### config.mk
export PLATFORM = sky130hd
export DESIGN_NAME = uart_rx
export DESIGN_NICKNAME = d
export VERILOG_FILES = /design/src/rtl/uart_pkg.sv /design/src/rtl/sync_2ff.sv /design/src/rtl/uart_rx.sv
export SDC_FILE = /design/constraint.sdc
export NUM_CORES = 1
export LEC_CHECK = 0
export CAP_MARGIN = 5
export CORE_MARGIN = 2
export CORE_UTILIZATION = 60
export CTS_CLUSTER_DIAMETER = 200
export CTS_CLUSTER_SIZE = 25
export DETAILED_ROUTE_END_ITERATION = 8
export GPL_TIMING_DRIVEN = 0
export HOLD_SLACK_MARGIN = 0.15
export PLACE_DENSITY_LB_ADDON = 0.08
export SYNTH_ARGS = -nofsm -noshare
export SYNTH_HDL_FRONTEND = slang
export SYNTH_SLANG_ARGS = --single-unit
### constraint.sdc
create_clock -name clk -period 3 [get_ports clk]
set_input_delay 0.9 -clock clk [delete_from_list [all_inputs] [get_ports clk]]
set_output_delay 0.9 -clock clk [all_outputs]
set_load 0.005 [all_outputs]
### src/rtl/uart_pkg.sv
// Shared types for the UART receiver: FSM state encoding and frame geometry.
// The PARITY state exists only when UART_RX_PARITY_EN is defined.
package uart_pkg;

   localparam int UART_DATA_BITS = 8;

   typedef enum logic [2:0] {
      ST_IDLE,
      ST_START,
      ST_DATA,
`ifdef UART_RX_PARITY_EN
      ST_PARITY,
`endif
      ST_STOP
   } uart_rx_state_t;

`ifdef UART_RX_PARITY_EN
   // Even parity: the transmitted parity bit equals the XOR of the data bits.
   function automatic logic even_parity(input logic [UART_DATA_BITS-1:0] data);
      return ^data;
   endfunction
`endif

endpackage

### src/rtl/sync_2ff.sv
// Generic two-flop synchronizer for a single asynchronous bit.
// RESET_VAL sets what both stages hold while reset is asserted.
module sync_2ff #(
   parameter logic RESET_VAL = 1'b0
) (
   input  logic clk,
   input  logic rst,
   input  logic d,
   output logic q
);

   logic meta_q;
   logic sync_q;

   always_ff @(posedge clk or posedge rst) begin
      if (rst) begin
         meta_q <= RESET_VAL;
         sync_q <= RESET_VAL;
      end else begin
         meta_q <= d;
         sync_q <= meta_q;
      end
   end

   assign q = sync_q;

endmodule

### src/rtl/uart_rx.sv
// 8N1 serial receiver (8E1 when UART_RX_PARITY_EN is defined) feeding the keyboard buffer.
// Good frames strobe rx_done with rx_data; bad stop or parity strobes frame_err instead.
module uart_rx
   import uart_pkg::*;
#(
   parameter int CLKS_PER_BIT = 868
) (
   input  logic                      clk,
   input  logic                      reset,
   input  logic                      rx,
   output logic [UART_DATA_BITS-1:0] rx_data,
   output logic                      rx_done,
   output logic                      frame_err,
   output logic                      busy
);

   localparam int TW = $clog2(CLKS_PER_BIT);
   localparam int HALF = (CLKS_PER_BIT - 1) / 2;
   localparam logic [TW-1:0] START_LAST = TW'(HALF - 1);
   localparam logic [TW-1:0] BIT_LAST = TW'(CLKS_PER_BIT - 1);
   localparam logic [2:0] IDX_LAST = 3'(UART_DATA_BITS - 1);

   logic rx_s;

   uart_rx_state_t              state_q, state_d;
   logic [TW-1:0]               timer_q, timer_d;
   logic [2:0]                  idx_q, idx_d;
   logic [UART_DATA_BITS-1:0]   shift_q, shift_d;
   logic [UART_DATA_BITS-1:0]   rx_data_q, rx_data_d;
   logic                        done_q, done_d;
   logic                        err_q, err_d;
   logic                        busy_q, busy_d;
   logic                        bit_end;
   logic                        stop_ok;
`ifdef UART_RX_PARITY_EN
   logic                        par_err_q, par_err_d;
`endif

   sync_2ff #(
      .RESET_VAL (1'b1)
   ) u_sync (
      .clk (clk),
      .rst (reset),
      .d   (rx),
      .q   (rx_s)
   );

   // A sample is taken on the edge where the timer would reach its target,
   // so the START sample lands HALF cycles and each bit CLKS_PER_BIT cycles later.
   assign bit_end = (timer_q == BIT_LAST);

   always_comb begin
      state_d   = state_q;
      timer_d   = timer_q;
      idx_d     = idx_q;
      shift_d   = shift_q;
      rx_data_d = rx_data_q;
      done_d    = 1'b0;
      err_d     = 1'b0;
      busy_d    = (state_q != ST_IDLE);
      stop_ok   = rx_s;
`ifdef UART_RX_PARITY_EN
      par_err_d = par_err_q;
      stop_ok   = rx_s && !par_err_q;
`endif

      case (state_q)
         ST_IDLE: begin
            timer_d = '0;
            if (!rx_s) begin
               state_d = ST_START;
            end
         end

         ST_START: begin
            if (timer_q == START_LAST) begin
               timer_d = '0;
               idx_d   = '0;
               state_d = rx_s ? ST_IDLE : ST_DATA;
            end else begin
               timer_d = timer_q + 1'b1;
            end
         end

         ST_DATA: begin
            if (bit_end) begin
               timer_d = '0;
               shift_d[idx_q] = rx_s;
               if (idx_q == IDX_LAST) begin
`ifdef UART_RX_PARITY_EN
                  state_d = ST_PARITY;
`else
                  state_d = ST_STOP;
`endif
               end else begin
                  idx_d = idx_q + 1'b1;
               end
            end else begin
               timer_d = timer_q + 1'b1;
            end
         end

`ifdef UART_RX_PARITY_EN
         ST_PARITY: begin
            if (bit_end) begin
               timer_d   = '0;
               par_err_d = (rx_s != even_parity(shift_q));
               state_d   = ST_STOP;
            end else begin
               timer_d = timer_q + 1'b1;
            end
         end
`endif

         ST_STOP: begin
            if (bit_end) begin
               timer_d = '0;
               state_d = ST_IDLE;
               if (stop_ok) begin
                  rx_data_d = shift_q;
                  done_d    = 1'b1;
               end else begin
                  err_d = 1'b1;
               end
            end else begin
               timer_d = timer_q + 1'b1;
            end
         end

         default: begin
            state_d = ST_IDLE;
            timer_d = '0;
         end
      endcase
   end

   always_ff @(posedge clk or posedge reset) begin
      if (reset) begin
         state_q   <= ST_IDLE;
         timer_q   <= '0;
         idx_q     <= '0;
         shift_q   <= '0;
         rx_data_q <= '0;
         done_q    <= 1'b0;
         err_q     <= 1'b0;
         busy_q    <= 1'b0;
`ifdef UART_RX_PARITY_EN
         par_err_q <= 1'b0;
`endif
      end else begin
         state_q   <= state_d;
         timer_q   <= timer_d;
         idx_q     <= idx_d;
         shift_q   <= shift_d;
         rx_data_q <= rx_data_d;
         done_q    <= done_d;
         err_q     <= err_d;
         busy_q    <= busy_d;
`ifdef UART_RX_PARITY_EN
         par_err_q <= par_err_d;
`endif
      end
   end

   assign rx_data   = rx_data_q;
   assign rx_done   = done_q;
   assign frame_err = err_q;
   assign busy      = busy_q;

   // The buffer relies on a frame producing either data or an error, never both.
   a_done_err_exclusive : assert property (@(posedge clk) disable iff (reset) !(done_q && err_q));

endmodule

==> results of run 1 <==
==> state kept, by name, summed over array words and instances, names as in the netlist <==
register	count
state_q	2
shift_q	8
rx_done	1
timer_q	10
rx_data	8
u_sync.q	1
idx_q	3
u_sync.meta_q	1
frame_err	1
busy	1
==> cell type report <==
class	instances	area, um^2
multi-input combinational	92	718
sequential	36	903
clock buffer	8	58.8
fill	209	791
timing repair buffer	13	130
inverter	4	15.0
buffer	5	31.3
tap	31	38.8
==> cell families after synthesis <==
family	synth area share (%)
AO/OA/AOI/OAI	3.60
flip-flops	54.2
XOR/XNOR	4.20
adder cells (fa/ha/maj)	3.00
buffers and inverters	2.78
AND/OR/NAND/NOR	20.8
multiplexers	11.5
==> metrics by stage <==
| step | hold WS [ns] | area [um^2] | worst slack, ns |
|---|---|---|---|
| 6_report | 0.360 | 1900 | 0.898 |
| 3_3_place_gp | 0.346 | 1840 | 0.560 |
| 3_5_place_dp | 0.347 | 1840 | 0.542 |
| 2_1_floorplan | 0.345 | 1670 | 1.19 |
| 4_1_cts | 0.361 | 1900 | 0.878 |
| 5_1_grt | 0.371 | 1900 | 0.820 |
==> power groups by stage <==
stage | clock, W | combinational, W | sequential [W]
after floorplan | 0 | 0.00000871 | 0.000497
after global placement | 0 | 0.0000142 | 0.000498
after detailed placement | 0 | 0.0000143 | 0.000498
after CTS | 0.000272 | 0.0000143 | 0.000488
after global routing | 0.000293 | 0.0000165 | 0.000488
final | 0.000261 | 0.0000137 | 0.000488
==> metal layers <==
layer | global-route usage (%) | part of all wire (%) | vias to the layer above
li1 | - | - | 531
met1 | 22.7 | 42 | 519
met2 | 33.1 | 52 | 18
met3 | 6.91 | 3.7 | 5
met4 | 7.14 | 1.7 | 0
met5 | 0 | 0 | -
==> path summary, 6_finish.rpt <==
check,end,depth (start not counted),slack [ns]
min in group asynchronous,shift_q[3],2,0.99
min reg2reg,u_sync.q,0,0.36
max reg2reg,shift_q[4],6,0.98
max in group asynchronous,timer_q[7],2,1.54
min,u_sync.q,0,0.36
max,rx_data[3],1,0.90
==> synth_stat cells (all sizes together), types with 4 or more instances <==
cell type | number | share of area [%]
nand3 | 6 | 1.8
xor2 | 5 | 2.6
dfrtp | 34 | 51
ha | 4 | 3.0
nor3 | 4 | 1.2
nand2 | 9 | 2.0
inv | 4 | 0.90
mux2 | 17 | 11
nor2 | 13 | 2.9
==> flow_summary.yaml, run 1 <==
cts:
  cts_resized: 0
  cts_sinks: 36
  clkTransAtPathRegs_ns: 0.10
  cts_buffer_depth: 2
  root_buffer: "clkbuf_4"
  cts_tree: "built"
  cts_hold_buffers: 0
  cts_setup_buffers: 0
  insertion_delay_ns: 0.33
  h-tree-depth: 2
  cts_buffers: 5
power:
  pwr-share-clk_pct: 34.2
  irDropWorstVdd_uv: 365
  power_frac_comb_pct: 1.8
  p_int_w: 0.000606
  p_switching_w: 0.000157
  p_sw_share_pct: 20.6
  power_w: 0.000763
  p_leak_nw: 0.870
  cellPowerDensity_nw_per_um2: 402
  pwr-share-seq_pct: 64.0
global_route:
  grt_overflow: 0
  antenna_found_initial: 0
  grt_pass1_wl_um: 4640
  grt_max_degree: 37
  grt_pass1_vias: 1052
  groute.usage.overall_pct: 19.5
yosys:
  synth_seq_cells: 36
  yosysUniqueCellTypes: 40
  synth_nets: 144
  synth_top_flop_cell: "dfrtp_1"
  synth.cell_area_um2: 1670
  avgSynthCellArea_um2: 12.2
  yosysSeqAreaShare_pct: 54.2
  synth-edff-count: 0
  yosys_warnings: 0
  synth_cells: 137
  async_reset_ff_share_pct: 100
critical_path:
  path_buf_inv: 1
  crit_start: "rx_data[3]"
  endpoint_kind: "output pin"
  cp_top_family: "buffers and inverters"
  r2r_start: "timer_q[0]"
  cp_data_arrival_time_ns: 1.20
  crit_path_max_fanout: 2
  slowest_stage: "clkdlybuf4s50_1"
  critPathLaunchType: "flip-flop"
  critPathMaxStageDelay_ns: 0.50
  path_class: "reg2out"
  critPathRequiredTime_ns: 2.10
  cp_cell_sequence: "clkdlybuf4s50_1"
timing:
  skew_ns: 0.00668
  drv_slew: 0
  final.period_utilization_pct: 70.1
  finalHoldViolations: 0
  slew_headroom_pct: 51.9
  setup_viol: 0
  fin_crit_ns: 2.10
  finalSetupTns_ns: 0
  rsz0062_at_grt: "false"
  worst_pin_slew_ns: 0.721
  fmax_mhz: 476
min_path:
  min_path_type: "reg2reg"
  hp-start: "u_sync.meta_q"
status:
  status: "completed"
placement:
  hpwl_um: 1840
  placedCellCount: 181
  numPortBuffers: 13
  gp_congestion: 0.829
floorplanning:
  rows: 19
  die_y_um: 56.7
  core_um2: 2690
  start_util_pct: 62.1
  dieArea_um2: 3220
  ios: 14
  die_w_um: 56.7
finish:
  nets: 164
  final_cell_mix: "34 x dfrtp_1, 13 x nor2_1, 13 x clkdlybuf4s50_1"
  drive_above_1_share_pct: 15.8
  area_growth_pct: 13.7
  layout_commonest_cell: "dfrtp_1"
  diodes: 0
  final_cells: 189
  final_util_pct: 70.6
route:
  avgRoutedWirePerCell_um: 13.7
  viasPerCell: 5.68
  vias: 1073
  finalWirelength_um: 2580
  dr.pass1.iters: 4
  drt_first_iter_violations: 14
  drc: 0
  ant_nets: 0
run:
  max_cap_viol_count: 0
Power figures use the tool's default switching activity.
==> run 2: changes to the inputs <==
--- a/config.mk
+++ b/config.mk
@@ -7,7 +7,7 @@
 export LEC_CHECK = 0
 export CAP_MARGIN = 5
 export CORE_MARGIN = 2
-export CORE_UTILIZATION = 60
+export CORE_UTILIZATION = 51
 export CTS_CLUSTER_DIAMETER = 200
 export CTS_CLUSTER_SIZE = 25
 export DETAILED_ROUTE_END_ITERATION = 8
==> constraint.sdc (replaced) <==
create_clock -name clk -period 1.9 [get_ports clk]
set_input_delay 0.57 -clock clk [delete_from_list [all_inputs] [get_ports clk]]
set_output_delay 0.57 -clock clk [all_outputs]
set_load 0.005 [all_outputs]
==> run 2 against run 1 <==
Effect of this change: critical path depth is 5 higher; global-route usage is 1.2 points lower; die area up 16%; clock skew increased by 0.0044 ns; sequential cell count did not move; first-iteration DRC count increased by 93%; largest power group unchanged; wire length grew 11%; non-clock buffer count grew 6; utilization is 4.4 points lower; sequential share of layout area fell by 3.3 points; setup slack lost 0.83 ns.
==> flow_summary.yaml, run 2 (synthesized netlist as in run 1, its figures left out) <==
finish:
  final_cell_mix: "34 x dfrtp_1, 13 x nor2_1, 13 x clkdlybuf4s50_1"
  top_register: "timer_q"
  nets: 170
  area_growth_pct: 22.1
  drive_above_1_share_pct: 22.1
  largest_reg_flops: 10
  diodes: 0
  layout_commonest_cell: "dfrtp_1"
route:
  dr.pass1.iters: 4
  finalWirelength_um: 2870
  viasPerCell: 5.37
  ant_nets: 0
  drt_first_iter_violations: 27
  avgRoutedWirePerCell_um: 13.9
  drc: 0
  vias: 1112
timing:
  final.period_utilization_pct: 96.2
  rsz0062_at_grt: "true"
  finalSetupTns_ns: 0
  timing.hold.ws_ns: 0.362
  skew_ns: 0.0111
  fmax_mhz: 547
  drv_slew: 0
  setup_viol: 0
  slew_headroom_pct: 60.3
  worst_pin_slew_ns: 0.595
  finalHoldViolations: 0
  fin_crit_ns: 1.83
critical_path:
  cp_data_arrival_time_ns: 2.06
  r2r_slack_ns: 0.07
  critPathRequiredTime_ns: 2.13
  crit_path_max_fanout: 9
  r2r_cells: 6
  endpoint_kind: "flip-flop"
  critPathLaunchType: "flip-flop"
  path_class: "reg2reg"
cts:
  root_buffer: "clkbuf_4"
  cts_buffers: 5
  insertion_delay_ns: 0.34
  cts_buffer_depth: 2
  clkTransAtPathRegs_ns: 0.10
  cts_sinks: 36
  cts_hold_buffers: 0
  h-tree-depth: 2
  cts_tree: "built"
global_route:
  groute.usage.overall_pct: 18.3
  grt_pass1_wl_um: 4870
  grt_overflow: 0
  grt_pass1_vias: 1096
  grt_max_degree: 24
  antenna_found_initial: 0
floorplanning:
  core_um2: 3080
  start_util_pct: 54.2
  ios: 14
  die_w_um: 61.2
  die_y_um: 61.2
  dieArea_um2: 3740
  rows: 20
power:
  cellPowerDensity_nw_per_um2: 609
  irDropWorstVdd_uv: 360
  p_leak_nw: 0.913
placement:
  hpwl_um: 1960
  numPortBuffers: 13
  gp_congestion: 0.797
min_path:
  hold_depth: 0
  min_path_type: "reg2reg"
status:
  status: "completed"
run:
  max_cap_viol_count: 0
[run 2: cell count changes in the layout (fill, tap and decap cells not counted), sizes merged]
| cell | change |
|---|---|
| buf | +6 |
| clkbuf | -1 |
[run 2: stage by stage]
stage	utilization [%]	total power, W	setup slack, ns	cell area, um^2	cells
6_report	66.2	0.00124	0.0714	2040	207
2_1_floorplan	-	0.000799	0.0851	1670	137
5_1_grt	66.2	0.00130	-0.0386	2040	207
4_1_cts	64.5	0.00126	-0.00383	1980	204
3_5_place_dp	61.1	0.000816	-0.0755	1880	195
3_3_place_gp	60.2	0.000808	-0.227	1850	194
[run 2: where the power goes]
part	switching [W]	internal [W]	total, W
logic	0.0000184	0.0000103	0.0000286
registers	0.00000121	0.000770	0.000771
clock network	0.000231	0.000210	0.000440
total	0.000250	0.000990	0.00124
[run 2: cell type report]
class	instances	area, um^2
sequential	36	903
multi-input combinational	92	772
timing repair buffer	20	203
clock buffer	7	65.1
inverter	4	15.0
tap	44	55.1
buffer	4	23.8
fill	247	1040
[run 2: critical path, stage by stage, from the launching register on]
cell,delay [ns]
dfrtp_1,0.43
ha_4,0.16
and4bb_1,0.24
nand4_1,0.14
buf_6,0.19
nor4_2,0.23
mux2_1,0.34
[run 2: metal layers]
| metal | routed length (um) | track usage, % | vias up |
|---|---|---|---|
| li1 | - | - | 539 |
| met4 | 48 | 7.45 | 0 |
| met2 | 1500 | 30.4 | 17 |
| met5 | 0 | 0 | - |
| met1 | 1220 | 21.8 | 551 |
| met3 | 94 | 6.30 | 5 |
[run 2: repair_timing]
item	CTS	global route
setup endpoints to repair	24	25
buffers inserted	3	3
pin swaps	1	2
resized for setup	5	5
endpoints found under the hold margin	0	0
[run 2: worst paths after layout]
kind / startpoint / end
max in group asynchronous: reset / shift_q[2]
min in group asynchronous: reset / rx_done
max reg2reg: timer_q[1] / shift_q[5]
min: u_sync.meta_q / u_sync.q
min reg2reg: u_sync.meta_q / u_sync.q
max: timer_q[1] / shift_q[5]
